File: src/rtl/button_conditioner.sv
// Synchronises and debounces the rock/paper/scissors/stop buttons, then latches one choice.
// Define BUTTON_SYNC_EN to put a 2-flop synchroniser in front of every raw input.
module button_conditioner #(
   parameter int DEBOUNCE_CYCLES = 4,
   parameter int CNT_W           = 3
) (
   input  logic       clock,
   input  logic       reset_button,
   input  logic       rock_raw,
   input  logic       paper_raw,
   input  logic       scissors_raw,
   input  logic       stop_raw,
   output logic [1:0] choice,
   output logic       locked,
   output logic       stop_pulse,
   output logic       conflict
);

   localparam int               NBTN     = 4;
   localparam logic [CNT_W-1:0] CNT_LAST = CNT_W'(DEBOUNCE_CYCLES - 1);

   typedef enum logic [1:0] {
      IDLE   = 2'd0,
      ARMED  = 2'd1,
      LOCKED = 2'd2
   } state_t;

   // Bit order everywhere: {stop, scissors, paper, rock}
   logic [NBTN-1:0] raw_p0;
   logic [NBTN-1:0] synced;

   assign raw_p0 = {stop_raw, scissors_raw, paper_raw, rock_raw};

`ifdef BUTTON_SYNC_EN
   logic [NBTN-1:0] sync_p1;
   logic [NBTN-1:0] sync_p2;

   // Synchroniser stages
   always_ff @(posedge clock or negedge reset_button) begin
      if (!reset_button) begin
         sync_p1 <= '0;
         sync_p2 <= '0;
      end else begin
         sync_p1 <= raw_p0;
         sync_p2 <= sync_p1;
      end
   end

   assign synced = sync_p2;
`else
   assign synced = raw_p0;
`endif

   logic [NBTN-1:0]  stable;
   logic [CNT_W-1:0] cnt [NBTN];

   // Debounce stage: a level moves only after DEBOUNCE_CYCLES consecutive disagreeing samples
   always_ff @(posedge clock or negedge reset_button) begin
      if (!reset_button) begin
         stable <= '0;
         for (int i = 0; i < NBTN; i++) begin
            cnt[i] <= '0;
         end
      end else begin
         for (int i = 0; i < NBTN; i++) begin
            if (synced[i] == stable[i]) begin
               cnt[i] <= '0;
            end else if (cnt[i] == CNT_LAST) begin
               stable[i] <= synced[i];
               cnt[i]    <= '0;
            end else begin
               cnt[i] <= cnt[i] + CNT_W'(1);
            end
         end
      end
   end

   logic       rock_db;
   logic       paper_db;
   logic       scissors_db;
   logic       stop_db;
   logic       stop_prev;
   logic       stop_rise;
   logic [1:0] press_cnt;
   logic       one_hot;
   logic       multi;
   logic       any_choice;
   logic       any_db;
   logic [1:0] enc;

   assign {stop_db, scissors_db, paper_db, rock_db} = stable;

   assign press_cnt  = 2'(rock_db) + 2'(paper_db) + 2'(scissors_db);
   assign one_hot    = (press_cnt == 2'd1);
   assign multi      = (press_cnt >= 2'd2);
   assign any_choice = rock_db | paper_db | scissors_db;
   assign any_db     = |stable;
   assign stop_rise  = stop_db & ~stop_prev;

   // Only meaningful when one_hot is set
   always_comb begin
      enc = 2'b00;
      if (scissors_db) begin
         enc = 2'b11;
      end else if (paper_db) begin
         enc = 2'b10;
      end else if (rock_db) begin
         enc = 2'b01;
      end
   end

   state_t     state;
   state_t     state_nx;
   logic [1:0] choice_nx;
   logic       pulse_nx;

   always_comb begin
      state_nx  = state;
      choice_nx = choice;
      pulse_nx  = 1'b0;
      case (state)
         IDLE: begin
            choice_nx = 2'b00;
            if (one_hot) begin
               state_nx  = ARMED;
               choice_nx = enc;
            end
         end
         ARMED: begin
            // Stop only counts on a fresh edge with a single choice held
            if (stop_rise && one_hot) begin
               state_nx  = LOCKED;
               choice_nx = enc;
               pulse_nx  = 1'b1;
            end else if (one_hot) begin
               choice_nx = enc;
            end else if (!any_choice) begin
               state_nx  = IDLE;
               choice_nx = 2'b00;
            end
         end
         LOCKED: begin
            if (!any_db) begin
               state_nx  = IDLE;
               choice_nx = 2'b00;
            end
         end
         default: begin
            state_nx  = IDLE;
            choice_nx = 2'b00;
         end
      endcase
   end

   // Registered control and outputs
   always_ff @(posedge clock or negedge reset_button) begin
      if (!reset_button) begin
         state      <= IDLE;
         choice     <= 2'b00;
         locked     <= 1'b0;
         stop_pulse <= 1'b0;
         conflict   <= 1'b0;
         stop_prev  <= 1'b0;
      end else begin
         state      <= state_nx;
         choice     <= choice_nx;
         locked     <= (state_nx == LOCKED);
         stop_pulse <= pulse_nx;
         conflict   <= multi;
         stop_prev  <= stop_db;
      end
   end

endmodule

File: config.mk
export PLATFORM = sky130hd
export DESIGN_NAME = button_conditioner
export DESIGN_NICKNAME = d
export VERILOG_FILES = /design/src/rtl/button_conditioner.sv
export SDC_FILE = /design/constraint.sdc
export NUM_CORES = 1
export LEC_CHECK = 0
export CORE_AREA = 2 2 51 53
export DETAILED_ROUTE_END_ITERATION = 10
export DIE_AREA = 0 0 53 55
export GPL_TIMING_DRIVEN = 0
export PLACE_DENSITY = 0.77
export SLEW_MARGIN = 20
export SYNTH_ARGS = -nofsm -noshare
export SYNTH_HDL_FRONTEND = slang
export SYNTH_SLANG_ARGS = --single-unit
File: constraint.sdc
create_clock -name clock -period 1.5 [get_ports clock]
set_input_delay 0.15 -clock clock [delete_from_list [all_inputs] [get_ports clock]]
set_output_delay 0.15 -clock clock [all_outputs]
set_load 0.05 [all_outputs]
==> results.ini <==
[outcome]
status = complete, no violations

[yosys]
synth_top_area_cell = dfrtp_1
synth_top_family_by_area = simple AND/OR/NAND/NOR gates
synth_most_common_cell = dfrtp_1
synth_flop_cell = dfrtp_1
yosysUniqueCellTypes = 24
syn-mean-instance-area_sq_um = 12.7
ys_seq_area_frac = 0.597
syn_nets = 90
syn_inst = 79
syn-cell-area_sq_um = 1010
synth_xor_xnor_area_share = 0.0348
synth_simple_gate_area_frac = 0.165
synth_commonest_cells = dfrtp_1 (24), inv_1 (8), nor3b_1 (6)
synth-adder-area-share = 0.0697
synth_area_leaders = dfrtp_1 (60%), ha_1 (5.0%), nor3b_1 (4.5%), xnor2_1 (3.5%), nor2b_1 (3.1%)
synth.area.mux_share = 0.0112
synth_compound_area_frac = 0.0920
ys_seq_elements = 24
synthArstFlopShare = 1.00
yosys.area.top_type_share = 0.597
synth-edff-count = 0
yosys_warnings = 0

[clock_tree]
cts.sinks = 24
cts_tree = yes
cts_buffers = 3
clockRootBuffer = clkbuf_4
clk_pin_slew_worst_paths_ns = 0.12
clock_latency_ns = 0.31
htreeDepth = 1
cts_buffer_depth = 2

[sta]
period_share = 0.989
setup_viol = 0
final.min_clock_period_ns = 1.48
setup_tns_ns = 0
maxClockFrequency_ghz = 0.674
skew_ns = 0.00136
setup_slack_ns = 0.0172
drv_slew = 0
slew_headroom = 0.650
tightest_slew_ns = 0.526
rsz0062_at_grt = true
hold_viol_final = 0

[worst_setup_path]
cp_max_fo = 5
r2r-end = state[0]
r2r-start = stable[2]
cp-start-kind = flop
critPathKind = flop to flop
worst_ep_arrival_time_ns = 1.74
end_kind = flop
r2r_slack_ns = 0.02
cp.required_ns = 1.75
reg2reg_depth = 5

[placement]
place.gp.congestion = 0.776
numPortBuffers = 10
pre_cts_ws_ns = -0.108
hpwl_mm = 1.12
placed_cell_area_sq_um = 1150

[hold_path]
hold_path.class = primary input to async pin

[global_routing]
grt_pass1_vias = 670
grt_pass1_wl_mm = 2.83
grt_max_degree = 25
grt_antenna_before_repair = 0
grtUsageTotal = 0.141
overflow = 0

[routing]
drtPass1Iterations = 2
vias = 653
viasPerCell = 5.06
drt-initial-drc-count = 2
ant_nets = 0
routedWlPerCell_um = 12.6
drc = 0
totalWireLength_mm = 1.63

[power]
p_sw_w = 0.00106
p_per_area_nw_per_um2 = 2170
internal-power_w = 0.00163
p_sw_frac = 0.396
p_leak_nw = 0.601
vdd_drop_max_v = 0.00141
clockPowerShare = 0.103
pwr-share-seq = 0.388
comb_power_share = 0.509
p_total_w = 0.00269

[final_layout]
antenna_cells = 0
area_growth_pct = 23.3
utilization = 0.524
layout-drive-gt1-share = 0.232
finalNetCount = 112
final_cell_area_sq_um = 1240

[floorplan]
fp.dieH_um = 55
dieWidth_um = 53
dieArea_sq_um = 2920
placementRows = 18
fp.coreArea_sq_um = 2360
boundaryPins = 11
initial_core_util = 0.425

[run]
max-cap-violations = 0

-- cell type report --
type	instances	area, sq um
well taps	30	37.5
clock buffers	3	22.5
flip-flops and latches	24	602
multi-input cells	47	404
fillers	218	1120
inverters	8	30.0
repair buffers	17	144
-- worst max path at each step --
stage / from / end / slack [ns] / depth (start not counted)
final: stable[2] / state[0] / 0.02 / 5
after global routing: stable[0] / locked / -0.05 / 5
after global placement: stable[0] / locked / -0.08 / 5
after CTS: stable[1] / state[0] / 0.003 / 5
after floorplan: stable[0] / state[0] / 0.02 / 5
after detailed placement: stable[0] / locked / -0.11 / 5
-- critical path, stage by stage, from the launching register on --
cell	delay [ns]
dfrtp_1	0.42
inv_2	0.08
fa_1	0.41
nand2b_4	0.18
a31o_4	0.22
a21oi_2	0.12
-- flip-flops by register name (all words and copies together) (netlist names) --
name / cells
cnt: 12
stable: 4
choice: 2
state: 2
conflict: 1
locked: 1
stop_prev: 1
stop_pulse: 1
-- per-layer routing --
metal	global-route usage	wire [um]
met3	0.0376	50
met1	0.160	709
met4	0.103	48
met2	0.231	818
met5	0	0
-- power groups by stage --
| stage | Clock (W) | Combinational, W | Sequential (W) |
|---|---|---|---|
| after floorplan | 0 | 0.000714 | 0.00122 |
| after global placement | 0 | 0.00111 | 0.00107 |
| after detailed placement | 0 | 0.00115 | 0.00108 |
| after CTS | 0.000290 | 0.00125 | 0.00103 |
| after global routing | 0.000312 | 0.00151 | 0.00107 |
| final | 0.000276 | 0.00137 | 0.00104 |
-- through the flow --
stage / hold slack, ns / std cells
final: 0.330 / 129
after global routing: 0.386 / 129
after CTS: 0.418 / 125
after detailed placement: 0.433 / 119
after global placement: 0.425 / 119
after floorplan: -0.146 / 79
-- timing repair --
action                                  in CTS  in global routing
gates resized for setup                      8                  5
endpoints found under the setup margin      11                  5
pin swaps                                    0                  1
buffers inserted                             3                  3
endpoints found under the hold margin        0                 24
hold buffers                                 0                  1
-- placed cells by master, fill, tap and decap left out --
cell type / count
a21o_2: 2
a21oi_1: 1
a21oi_2: 1
a2bb2oi_2: 1
a31o_4: 1
and2b_1: 1
and3b_1: 1
buf_2: 1
buf_4: 6
clkbuf_4: 3
clkdlybuf4s50_1: 4
dfrtp_1: 23
dfrtp_2: 1
dlygate4sd2_1: 5
dlygate4sd3_1: 1
fa_1: 1
ha_1: 4
inv_1: 5
inv_2: 3
mux2_2: 1
nand2_1: 3
nand2b_1: 1
nand2b_4: 1
nor2_1: 1
nor2b_1: 5
nor3_1: 3
nor3b_1: 6
nor4_4: 1
o21ai_0: 3
o311ai_1: 1
o32ai_1: 2
or2b_1: 1
or4_4: 1
xnor2_1: 4
-- cells by family (layout without fill, tap and decap cells) --
| group | count (synthesis) | after routing |
|---|---|---|
| flops | 24 | 24 |
| simple gates | 25 | 25 |
| compound gates | 12 | 12 |
| fa+ha+maj | 5 | 5 |
| xor+xnor | 4 | 4 |
| mux | 1 | 1 |
| buf+inv | 8 | 28 |
Note: power is estimated with default switching activity, not from simulation.
